### config.mk
export PLATFORM = sky130hd
export DESIGN_NAME = end_screen_ctrl
export DESIGN_NICKNAME = d
export VERILOG_FILES = /design/src/rtl/end_screen_ctrl.sv
export SDC_FILE = /design/constraint.sdc
export NUM_CORES = 1
export LEC_CHECK = 0
export CAP_MARGIN = 10
export CORE_MARGIN = 1.5
export CORE_UTILIZATION = 50
export CTS_BUF_LIST = sky130_fd_sc_hd__clkbuf_8
export DETAILED_ROUTE_END_ITERATION = 8
export GPL_TIMING_DRIVEN = 0
export MAX_ROUTING_LAYER = met4
export PLACE_DENSITY = 0.85
export SLEW_MARGIN = 20
export SYNTH_ARGS = -nofsm -noshare
export SYNTH_HDL_FRONTEND = slang
export SYNTH_SLANG_ARGS = --single-unit
### constraint.sdc
create_clock -name CLK -period 4 [get_ports CLK]
set_clock_uncertainty 0.1 [all_clocks]
set_input_delay 1.2 -clock CLK [delete_from_list [all_inputs] [get_ports CLK]]
set_output_delay 1.2 -clock CLK [all_outputs]
set_load 0.01 [all_outputs]
### src/rtl/end_screen_ctrl.sv
// end_screen_ctrl
// Sequences the game-over screen. On game_over it freezes gameplay, slides
// the 272x138 end sprite from Y_START down to Y_FINAL one step per frame,
// blinks it, and waits for a restart press before requesting a game reset.
// It also mixes the end sprite pixel over the dimmed game pixel ahead of the
// VGA output register.
//
// Ports:
//   CLK           pixel clock
//   RST           asynchronous active-low reset
//   frame_tick    one-cycle pulse per frame (vsync start)
//   game_over     level from game logic
//   restart_btn   synchronized, debounced restart button level
//   game_pixel    RGB444 game-layer pixel, aligned with sprite data
//   spr_enable    end sprite enable, aligned with game_pixel
//   spr_data      end sprite RGB444 pixel, aligned with game_pixel
//   end_sprite_x  sprite x position to the end sprite block (constant)
//   end_sprite_y  sprite y position to the end sprite block
//   pixel_out     mixed pixel, registered (1-cycle latency)
//   game_freeze   halts game movement
//   game_reset    requests game-state reset
//   state         PLAY=0, SLIDE=1, SHOW=2, RESTART=3
module end_screen_ctrl #(
  parameter int unsigned X_POS           = 184,
  parameter int unsigned Y_START         = 0,
  parameter int unsigned Y_FINAL         = 171,
  parameter int unsigned SLIDE_STEP      = 4,
  parameter int unsigned BLINK_FRAMES    = 30,
  parameter int unsigned MIN_SHOW_FRAMES = 60,
  parameter logic [11:0] TRANSPARENT     = 12'h000
) (
  input  logic        CLK,
  input  logic        RST,
  input  logic        frame_tick,
  input  logic        game_over,
  input  logic        restart_btn,
  input  logic [11:0] game_pixel,
  input  logic        spr_enable,
  input  logic [11:0] spr_data,
  output logic [9:0]  end_sprite_x,
  output logic [8:0]  end_sprite_y,
  output logic [11:0] pixel_out,
  output logic        game_freeze,
  output logic        game_reset,
  output logic [1:0]  state
);

  localparam logic [1:0] PLAY    = 2'd0;
  localparam logic [1:0] SLIDE   = 2'd1;
  localparam logic [1:0] SHOW    = 2'd2;
  localparam logic [1:0] RESTART = 2'd3;

  localparam int unsigned FW = $clog2(MIN_SHOW_FRAMES + 1);
  localparam int unsigned BW = $clog2(BLINK_FRAMES + 1);

  localparam logic [8:0]    Y_START_V = 9'(Y_START);
  localparam logic [9:0]    Y_FINAL_W = 10'(Y_FINAL);
  localparam logic [FW-1:0] MIN_SHOW  = FW'(MIN_SHOW_FRAMES);
  localparam logic [BW-1:0] BLINK_END = BW'(BLINK_FRAMES - 1);

  logic [FW-1:0] frame_cnt;
  logic [BW-1:0] blink_cnt;
  logic          visible;
  logic          btn_q;

  logic [9:0]    y_sum;
  logic          btn_rise;
  logic          show_spr;
  logic [11:0]   dimmed;
  logic [11:0]   mix;

  assign end_sprite_x = 10'(X_POS);
  assign game_freeze  = (state != PLAY);
  assign game_reset   = (state == RESTART);

  always_comb begin
    // 10-bit sum so the clamp comparison sees the true value near the bottom
    y_sum    = {1'b0, end_sprite_y} + 10'(SLIDE_STEP);
    btn_rise = restart_btn & ~btn_q;
    dimmed   = {1'b0, game_pixel[11:9], 1'b0, game_pixel[7:5], 1'b0, game_pixel[3:1]};
    // sprite is always visible while sliding; blinking only gates SHOW
    show_spr = ((state == SLIDE) || ((state == SHOW) && visible)) &&
               spr_enable && (spr_data != TRANSPARENT);
    if (show_spr)
      mix = spr_data;
    else if (state != PLAY)
      mix = dimmed;
    else
      mix = game_pixel;
  end

  always_ff @(posedge CLK or negedge RST) begin
    if (!RST) begin
      state        <= PLAY;
      end_sprite_y <= Y_START_V;
      frame_cnt    <= '0;
      blink_cnt    <= '0;
      visible      <= 1'b1;
      // starts high so a press held through reset does not count as an edge
      btn_q        <= 1'b1;
      pixel_out    <= '0;
    end else begin
      btn_q     <= restart_btn;
      pixel_out <= mix;
      case (state)
        PLAY: begin
          end_sprite_y <= Y_START_V;
          if (game_over)
            state <= SLIDE;
        end
        SLIDE: begin
          if (!game_over) begin
            state        <= PLAY;
            end_sprite_y <= Y_START_V;
            frame_cnt    <= '0;
            blink_cnt    <= '0;
            visible      <= 1'b1;
          end else if (frame_tick) begin
            if (y_sum >= Y_FINAL_W) begin
              end_sprite_y <= Y_FINAL_W[8:0];
              state        <= SHOW;
              frame_cnt    <= '0;
              blink_cnt    <= '0;
              visible      <= 1'b1;
            end else begin
              end_sprite_y <= y_sum[8:0];
            end
          end
        end
        SHOW: begin
          if (!game_over) begin
            state        <= PLAY;
            end_sprite_y <= Y_START_V;
            frame_cnt    <= '0;
            blink_cnt    <= '0;
            visible      <= 1'b1;
          end else if (btn_rise && (frame_cnt >= MIN_SHOW)) begin
            // a qualifying press wins over a coincident frame_tick
            state <= RESTART;
          end else if (frame_tick) begin
            if (frame_cnt < MIN_SHOW)
              frame_cnt <= frame_cnt + FW'(1);
            if (blink_cnt == BLINK_END) begin
              blink_cnt <= '0;
              visible   <= ~visible;
            end else begin
              blink_cnt <= blink_cnt + BW'(1);
            end
          end
        end
        default: begin
          if (!game_over) begin
            state        <= PLAY;
            end_sprite_y <= Y_START_V;
            frame_cnt    <= '0;
            blink_cnt    <= '0;
            visible      <= 1'b1;
          end
        end
      endcase
    end
  end

endmodule
======== Word level (Yosys, flattened, before mapping) ========
Cells that the tools add are included.
word-level totals
  register bits after elaboration ......... 36
  bits in latches ......................... 0
  memory bits (writable) .................. 0
  memory bits (read-only) ................. 0
  input bits .............................. 30
  output and inout bits ................... 35
  word-level logic and storage cells ...... 87
  memories kept ........................... 0
operators by class
  add/subtract/negate cells ............... 3
  multipliers ............................. 0
  div/mod/pow operators ................... 0
  $lt $le $gt $ge ......................... 3
  equality and inequality tests ........... 15
  shift operators ......................... 0
  muxes and demuxes ....................... 42
  bitwise gates (word level) .............. 4
  reductions and logical operators ........ 13
operators with widths
  operator                                                                              number
  6-bit 2-to-1 mux                                                                      8
  5-bit 2-to-1 mux                                                                      8
  9-bit 2-to-1 mux                                                                      4
  12-bit 2-to-1 mux                                                                     2
  6-bit one-hot mux with 3 select lines                                                 1
  9-bit one-hot mux with 2 select lines                                                 1
  5-bit one-hot mux with 3 select lines                                                 1
  2-bit 2-to-1 mux                                                                      7
  7-bit AND reduction                                                                   2
  3-bit by 2-bit != test with 1-bit output, second input constant                       4
  12-bit nonzero test                                                                   1
  9-bit by 3-bit adder with 10-bit output, second input constant                        1
  10-bit by 8-bit greater-or-equal comparator with 1-bit output, second input constant  1
  3-bit != test, second input constant                                                  3
  1-bit 2-to-1 mux                                                                      8
  6-bit by 1-bit adder with 6-bit output, second input constant                         1
  6-bit greater-or-equal comparator, second input constant                              1
  6-bit less-than comparator, second input constant                                     1
  3-bit by 1-bit != test with 1-bit output, second input constant                       2
  2-bit one-hot mux with 3 select lines                                                 1
  6-bit AND reduction                                                                   1
  5-bit by 1-bit adder with 5-bit output, second input constant                         1
  5-bit == test, second input constant                                                  1
  5-bit AND reduction                                                                   1
  other kinds (12)                                                                      18

======== Longest topological paths before layout ========
Gate-level depths: netlist of the first run.
  word-level depth ........................ 6
  mapped depth ............................ 8
  depth with buffers taken out ............ 8

======== Worst setup path before layout of the first run ========
Ideal clock, no wire load.
  kind .................................... input -> register
  from .................................... input game_over
  to ...................................... register frame_cnt[0]
  setup time .............................. 128 ps
  arrival ................................. 2312 ps
  data required time ...................... 3772 ps
  path slack .............................. 1460 ps
  stages .................................. 5
  buffers on the path ..................... 1
  cells stage by stage .................... clkbuf_1 > inv_1 > o21ai_0 > o211ai_2 > mux2_1
between the ends
  longest elaborated chain between the ends .. 2
RTL lines
  what                                                                                           RTL line  text
  from (decl)                                                                                    35        input logic game_over,
  3-bit by 2-bit != test with 1-bit output (no source line), or another cell as far along        --
  7-bit AND reduction (no source line) or 6-bit one-hot mux with 3 select lines (tied branches)  --
  to (signal assigned)                                                                           142       frame_cnt <= frame_cnt + FW'(1);
  to (decl)                                                                                      61        logic [FW-1:0] frame_cnt;
Several ways; a longest one is shown, not always the timed one.
A chain may end at the register's enable or synchronous reset.

======== Worst setup path in the final report of the first run ========
  from .................................... register state[0]
  to ...................................... output game_freeze
between the ends
  longest elaborated chain between the ends .. 1
RTL lines
  what                    RTL line  text
  from (decl)             45        output logic [1:0] state
  from (signal assigned)  94        state <= PLAY;
  from (signal assigned)  109       state <= SLIDE;
  from (signal assigned)  113       state <= PLAY;
  2-bit nonzero test      73        assign game_freeze = (state != PLAY);
  to (decl)               43        output logic game_freeze,
Every way passes these cells.

==> results of run 1 <==
==> cells by family (layout without fill, tap and decap cells) <==
logic type,count (synthesis),in the layout,synth area share [%]
XOR/XNOR,1,1,0.413
AND/OR/NAND/NOR,77,77,19.3
adder cells (fa/ha/maj),6,6,3.54
multiplexers,14,14,6.72
AO/OA/AOI/OAI,59,59,19.2
other,2,10,0.354
flip-flops,35,35,41.4
buffers and inverters,35,97,9.07
==> sequential cells by signal, indices dropped and copies added, names as in the netlist <==
name / cells
end_sprite_y: 8
state: 2
pixel_out: 12
blink_cnt: 5
btn_q: 1
frame_cnt: 6
visible: 1
==> tightest hold or removal path: stages (launching register included) <==
cell     delay (ns)
dfrtp_1        0.35
a41oi_1        0.05
nor2_1         0.08
==> final cells by class <==
class / instances / area share [%]
plain buffers: 21 / 4.92
clock buffers: 5 / 2.41
clock inverters: 3 / 0.439
inverters: 14 / 1.84
multi-input cells: 167 / 38.0
flip-flops and latches: 35 / 30.8
well taps: 50 / 2.19
repair buffers: 54 / 19.4
==> per-layer routing <==
metal	part of all wire [%]	routed length, microns	up-vias
li1	-	-	944
met5	0	0	-
met4	2.0	96	0
met1	44	2140	896
met2	48	2360	60
met3	5.6	273	10
==> power breakdown <==
group          internal (W)  leakage, nW  total, W  switching (W)
Clock              0.000117       0.0505  0.000239       0.000122
Combinational     0.0000738        0.801  0.000136      0.0000618
Sequential         0.000369        0.452  0.000375     0.00000599
Total              0.000560         1.30  0.000749       0.000190
==> Yosys cell counts, types with 2 or more instances <==
master / instances
a21oi_1: 15
or3_1: 2
nor2b_1: 4
a41oi_1: 3
dfrtp_1: 33
inv_1: 14
a31oi_1: 5
nor3_1: 4
a21o_1: 5
ha_1: 6
nand2_1: 12
a41o_1: 2
mux2_1: 2
o21ai_0: 10
nand3_1: 6
o31ai_1: 4
mux2i_1: 12
nor2_1: 21
dfstp_2: 2
buf_2: 4
and3_1: 7
nor3b_1: 3
nand4_1: 6
o21ai_1: 2
clkbuf_1: 4
and2_1: 3
nor4_1: 4
buf_6: 2
conb_1: 2
buf_4: 11
o22ai_1: 3
o2bb2ai_1: 2
==> final timing paths <==
kind | cells past startpoint | slack (ns) | end
hold / removal | 2 | 0.40 | frame_cnt[5]
min in group asynchronous | 1 | 0.73 | end_sprite_y[7]
hold reg to reg | 2 | 0.40 | frame_cnt[5]
setup / recovery | 4 | 0.76 | game_freeze
setup reg to reg | 8 | 1.34 | blink_cnt[0]
max in group asynchronous | 2 | 2.56 | visible
==> layout by cell type, fill, tap and decap left out, types with 6 or more instances in the layout <==
cell,n
inv_1,16
nand2_1,12
ha_1,6
o21ai_0,10
nand4_1,6
buf_4,11
dfrtp_1,33
a21oi_1,15
nor2_1,21
nand3_1,6
clkdlybuf4s50_1,52
mux2i_1,12
and3_1,7
conb_1,10
==> stage by stage <==
step | std cells | hold WS, ns | util [%]
final | 349 | 0.405 | 70.7
after global routing | 349 | 0.433 | 70.7
after CTS | 349 | 0.406 | 70.7
after detailed placement | 341 | 0.389 | 68.7
after global placement | 340 | 0.390 | 68.2
after floorplan | 237 | 0.366 | -
==> flow_metrics.py, run 1 <==
metrics = {
    "outcome": {
        "status": "completed",
    },
    "critical_path": {
        "cp-end-kind": "primary output",
        "path_buf_inv": 3,
        "slowest_stage": "clkdlybuf4s50_1",
        "cp_data_required_time_ns": 2.70,
        "r2r_start": "end_sprite_y[2]",
        "crit_fanout": 9,
        "crit_type": "flip-flop to primary output",
        "cp-startpoint": "state[0]",
        "cp-start-kind": "flip-flop",
        "path_cells": "buf_2, nor2_1, inv_1, clkdlybuf4s50_1",
        "slowest_delay_ns": 0.51,
        "crit_family": "buffers and inverters",
        "worstPathArrival_ns": 1.94,
    },
    "yosys": {
        "synth_cell_types": 46,
        "syn_area_per_cell_sq_um": 9.27,
        "synth_top_area_cell": "dfrtp_1",
        "synth_warnings": 0,
        "ys.flop_type": "dfrtp_1",
        "syn_inst": 229,
        "ys_async_sr_fraction_pct": 100,
        "ys_seq_elements": 35,
        "synth-edff-count": 0,
        "ys_top_cells_by_area": "dfrtp_1 (39%), mux2i_1 (5.7%), buf_4 (3.9%)",
        "synth_top_area_share_pct": 38.9,
        "synth_area_sq_um": 2120,
        "yosysSeqAreaShare_pct": 41.4,
    },
    "timing": {
        "period_share_pct": 81.0,
        "tns_ns": 0,
        "maxSlewViolCount": 0,
        "fin_crit_ns": 3.24,
        "worst_slack_ns": 0.758,
        "setup_violations": 0,
        "tightest_slew_ns": 0.549,
        "fmax_mhz": 308,
        "hold_viol": 0,
        "grt_setup_unrepaired": "no",
        "slew-limit-headroom_pct": 63.0,
    },
    "cts": {
        "clock_sinks": 35,
        "post_cts_buffers": 0,
        "clk_latency_ns": 0.29,
        "ctsHoldBuffers": 0,
        "cts.htree.levels": 2,
        "cts_buffers": 5,
        "cts_root_buf": "clkbuf_8",
        "cts_tree": "built",
        "cts_resized": 0,
        "cts_buffer_depth": 2,
        "clk_pin_slew_ns": 0.07,
    },
    "power_and_ir_drop": {
        "p_per_area_nw_per_um2": 263,
        "finalPower_w": 0.000749,
        "vdd_drop_max_uv": 184,
        "p_leak_nw": 1.30,
    },
    "die": {
        "start_util_pct": 52.7,
        "design.core.area_sq_um": 4030,
        "die_w_microns": 68.2,
        "rows": 23,
        "die_y_microns": 68.2,
        "dieArea_sq_um": 4650,
        "io_pins": 65,
    },
    "grt": {
        "grt_pass1_wl_mm": 7.80,
        "grt_pass1_vias": 1734,
        "grtUsageTotal_pct": 23.5,
        "antenna_found_initial": 0,
        "top_usage_layer": "met2",
        "gr-usage-met3_pct": 5.59,
        "grt_overflow": 0,
        "use_met1_pct": 27.6,
        "use_met2_pct": 38.5,
        "grt_max_degree": 22,
    },
    "place": {
        "io_buffers": 53,
        "placedInstanceArea_sq_um": 2770,
        "place.gp.congestion": 0.805,
        "place_ws_ns": 0.747,
        "dp.final_hpwl_mm": 3.78,
    },
    "detailed_routing": {
        "dr.pass1.iters": 4,
        "drc": 0,
        "vias_per_cell": 5.47,
        "wl_mm": 4.87,
        "drt_iter0_drc": 131,
        "drtAntennaViolNets": 0,
        "vias": 1910,
        "avgRoutedWirePerCell_microns": 13.9,
    },
    "cells_and_area": {
        "area_delta_synth_final_pct": 34.2,
        "drive_above_1_share_pct": 11.0,
        "fill_cells": 317,
        "diodes": 0,
        "multiInputGateArea_sq_um": 1080,
        "regArea_sq_um": 878,
        "fin_nets": 334,
        "design_area_sq_um": 2850,
    },
    "hold_path": {
        "hp-start": "frame_cnt[5]",
        "hold_path.class": "flip-flop to flip-flop",
    },
    "run": {
        "max_cap_violations": 0,
    },
}
Power figures use the tool's default switching activity.
==> run 2, diff against run 1 <==
CORE_UTILIZATION = 44   (was 50)
PLACE_DENSITY = 0.79   (was 0.85)
clock period = 2.7 ns   (was 4 ns; I/O delays follow)
==> run 2 against run 1 <==
  * Combinational power up 51%
  * Core utilization down 8.8 points
  * Count of clock-buffer cells in the layout grew 2
  * Final cell count rose by 1.7%
  * Critical path depth increased by 4
  * Sequential share of layout area fell by 0.52 points
  * Worst hold slack worse by 0.048 ns
  * Register-to-register slack got worse by 1.2 ns
  * Largest cell class unchanged
  * Largest power group unchanged
  * Highest routed layer unchanged
==> flow_metrics.py, run 2 (synthesized netlist as in run 1, its figures left out) <==
metrics = {
    "timing": {
        "fin_crit_ns": 2.56,
        "setup_violations": 0,
        "tightest_slew_ns": 0.529,
        "worst_slack_ns": 0.135,
        "maxSlewViolCount": 0,
        "slew-limit-headroom_pct": 64.3,
        "hold_viol": 0,
        "fmax_mhz": 390,
        "period_share_pct": 95.0,
    },
    "critical_path": {
        "crit_fanout": 9,
        "slowest_delay_ns": 0.48,
        "cp_data_required_time_ns": 2.78,
        "cp-end-kind": "flip-flop",
        "crit_family": "compound AO/OA/AOI/OAI gates",
        "crit_type": "flip-flop to flip-flop",
        "path_buf_inv": 1,
        "worstPathArrival_ns": 2.65,
        "cp-start-kind": "flip-flop",
        "path_cells": "ha_2, and3_1, buf_6, a21o_1, a221oi_4, a21o_2, and2_4, mux2_1",
        "slowest_stage": "dfrtp_2",
    },
    "die": {
        "rows": 25,
        "dieArea_sq_um": 5250,
        "design.core.area_sq_um": 4690,
        "io_pins": 65,
        "start_util_pct": 45.3,
        "die_y_microns": 72.5,
        "die_w_microns": 72.5,
    },
    "grt": {
        "use_met2_pct": 31.4,
        "gr-usage-met3_pct": 6.39,
        "grt_pass1_vias": 1796,
        "grt_overflow": 0,
        "grt_pass1_wl_mm": 8.33,
        "grtUsageTotal_pct": 21.2,
        "use_met1_pct": 26.9,
        "top_usage_layer": "met2",
        "antenna_found_initial": 0,
        "grt_max_degree": 20,
    },
    "cells_and_area": {
        "largest_register_ffs": 12,
        "design_area_sq_um": 2910,
        "area_delta_synth_final_pct": 36.9,
        "drive_above_1_share_pct": 13.6,
        "regArea_sq_um": 881,
        "top_register": "pixel_out",
        "fill_cells": 417,
        "multiInputGateArea_sq_um": 1090,
        "reg_top3": "pixel_out (12), end_sprite_y (8), frame_cnt (6)",
        "final_util_pct": 62.0,
        "diodes": 0,
        "layout_common_cells": "clkdlybuf4s50_1 (51), dfrtp_1 (31), nor2_1 (20)",
        "layout_commonest_cell": "clkdlybuf4s50_1",
        "fin_nets": 336,
    },
    "detailed_routing": {
        "drt_iter0_drc": 132,
        "dr.pass1.iters": 4,
        "vias_per_cell": 5.52,
        "avgRoutedWirePerCell_microns": 14.2,
        "drc": 0,
        "drtAntennaViolNets": 0,
        "wl_mm": 5.05,
        "vias": 1960,
    },
    "cts": {
        "clk_latency_ns": 0.29,
        "clock_sinks": 35,
        "clk_pin_slew_ns": 0.07,
        "cts.htree.levels": 2,
        "cts_buffers": 5,
        "cts_root_buf": "clkbuf_8",
        "cts_tree": "built",
        "ctsHoldBuffers": 0,
        "cts_buffer_depth": 2,
    },
    "power_and_ir_drop": {
        "p_sw_w": 0.000305,
        "vdd_drop_max_uv": 238,
        "clkPwrFrac_pct": 36.4,
        "seqPwrFrac_pct": 46.5,
        "p_per_area_nw_per_um2": 411,
        "switching_share_pct": 25.5,
        "combPwrFrac_pct": 17.1,
        "p_leak_nw": 1.32,
        "power.internal_w": 0.000890,
    },
    "hold_path": {
        "hold_path.class": "input pin to asynchronous set/reset pin",
    },
    "place": {
        "place.gp.congestion": 0.887,
        "place_ws_ns": -0.209,
        "dp.final_hpwl_mm": 3.80,
        "io_buffers": 53,
        "placedInstanceArea_sq_um": 2770,
    },
    "outcome": {
        "status": "completed",
    },
    "run": {
        "max_cap_violations": 0,
    },
}
-- run 2: cell count changes in the layout (fill, tap and decap cells not counted), moves of 2 or more --
cell      change
buf_4         +2
dfrtp_1       -2
dfrtp_2       +2
inv_1         -2
clkbuf_8      +2
-- run 2: final cells by class --
class                           count  share of cell area [%]
Sequential cell                    35                    30.3
Inverter                           14                    1.81
Buffer                             21                    4.82
Clock inverter                      1                   0.258
Timing Repair Buffer               56                    19.6
Tap cell                           54                    2.32
Multi-Input combinational cell    167                    37.6
Clock buffer                        7                    3.31
-- run 2: path summary, 6_finish.rpt --
path | start | end | slack, ns | cells after the start
min in group CLK | frame_cnt[5] | frame_cnt[5] | 0.42 | 2
max reg2reg | end_sprite_y[2] | blink_cnt[0] | 0.14 | 8
max in group asynchronous | RST | btn_q | 1.62 | 2
min | RST | end_sprite_y[8] | 0.36 | 1
max | end_sprite_y[2] | blink_cnt[0] | 0.14 | 8
min reg2reg | frame_cnt[5] | frame_cnt[5] | 0.42 | 2
-- run 2: metal layers --
metal | up-vias | wire length, microns
met3 | 13 | 375
met2 | 83 | 2290
met4 | 0 | 132
li1 | 950 | -
met1 | 914 | 2250
met5 | - | 0
-- run 2: power groups by stage --
| stage | clock network, W | logic [W] | registers [W] |
|---|---|---|---|
| 6_report | 0.000434 | 0.000205 | 0.000555 |
| 5_1_grt | 0.000465 | 0.000224 | 0.000557 |
| 4_1_cts | 0.000444 | 0.000204 | 0.000555 |
| 3_5_place_dp | 0 | 0.000202 | 0.000564 |
| 3_3_place_gp | 0 | 0.000195 | 0.000564 |
| 2_1_floorplan | 0 | 0.0000775 | 0.000574 |
-- run 2: stage by stage --
stage	cells	power (W)	TNS, ns	hold slack [ns]
finish	355	0.00119	0	0.357
global route	355	0.00125	-0.000177	0.393
CTS	353	0.00120	0	0.369
detailed placement	345	0.000767	-0.574	0.401
global placement	344	0.000759	-1.78	0.387
floorplan	237	0.000651	0	0.366
-- run 2: repair_timing --
action	4_1_cts	5_1_grt
endpoints found under the setup margin	1	4
setup buffers	0	2
pin swaps	0	2
gates resized for setup	2	4
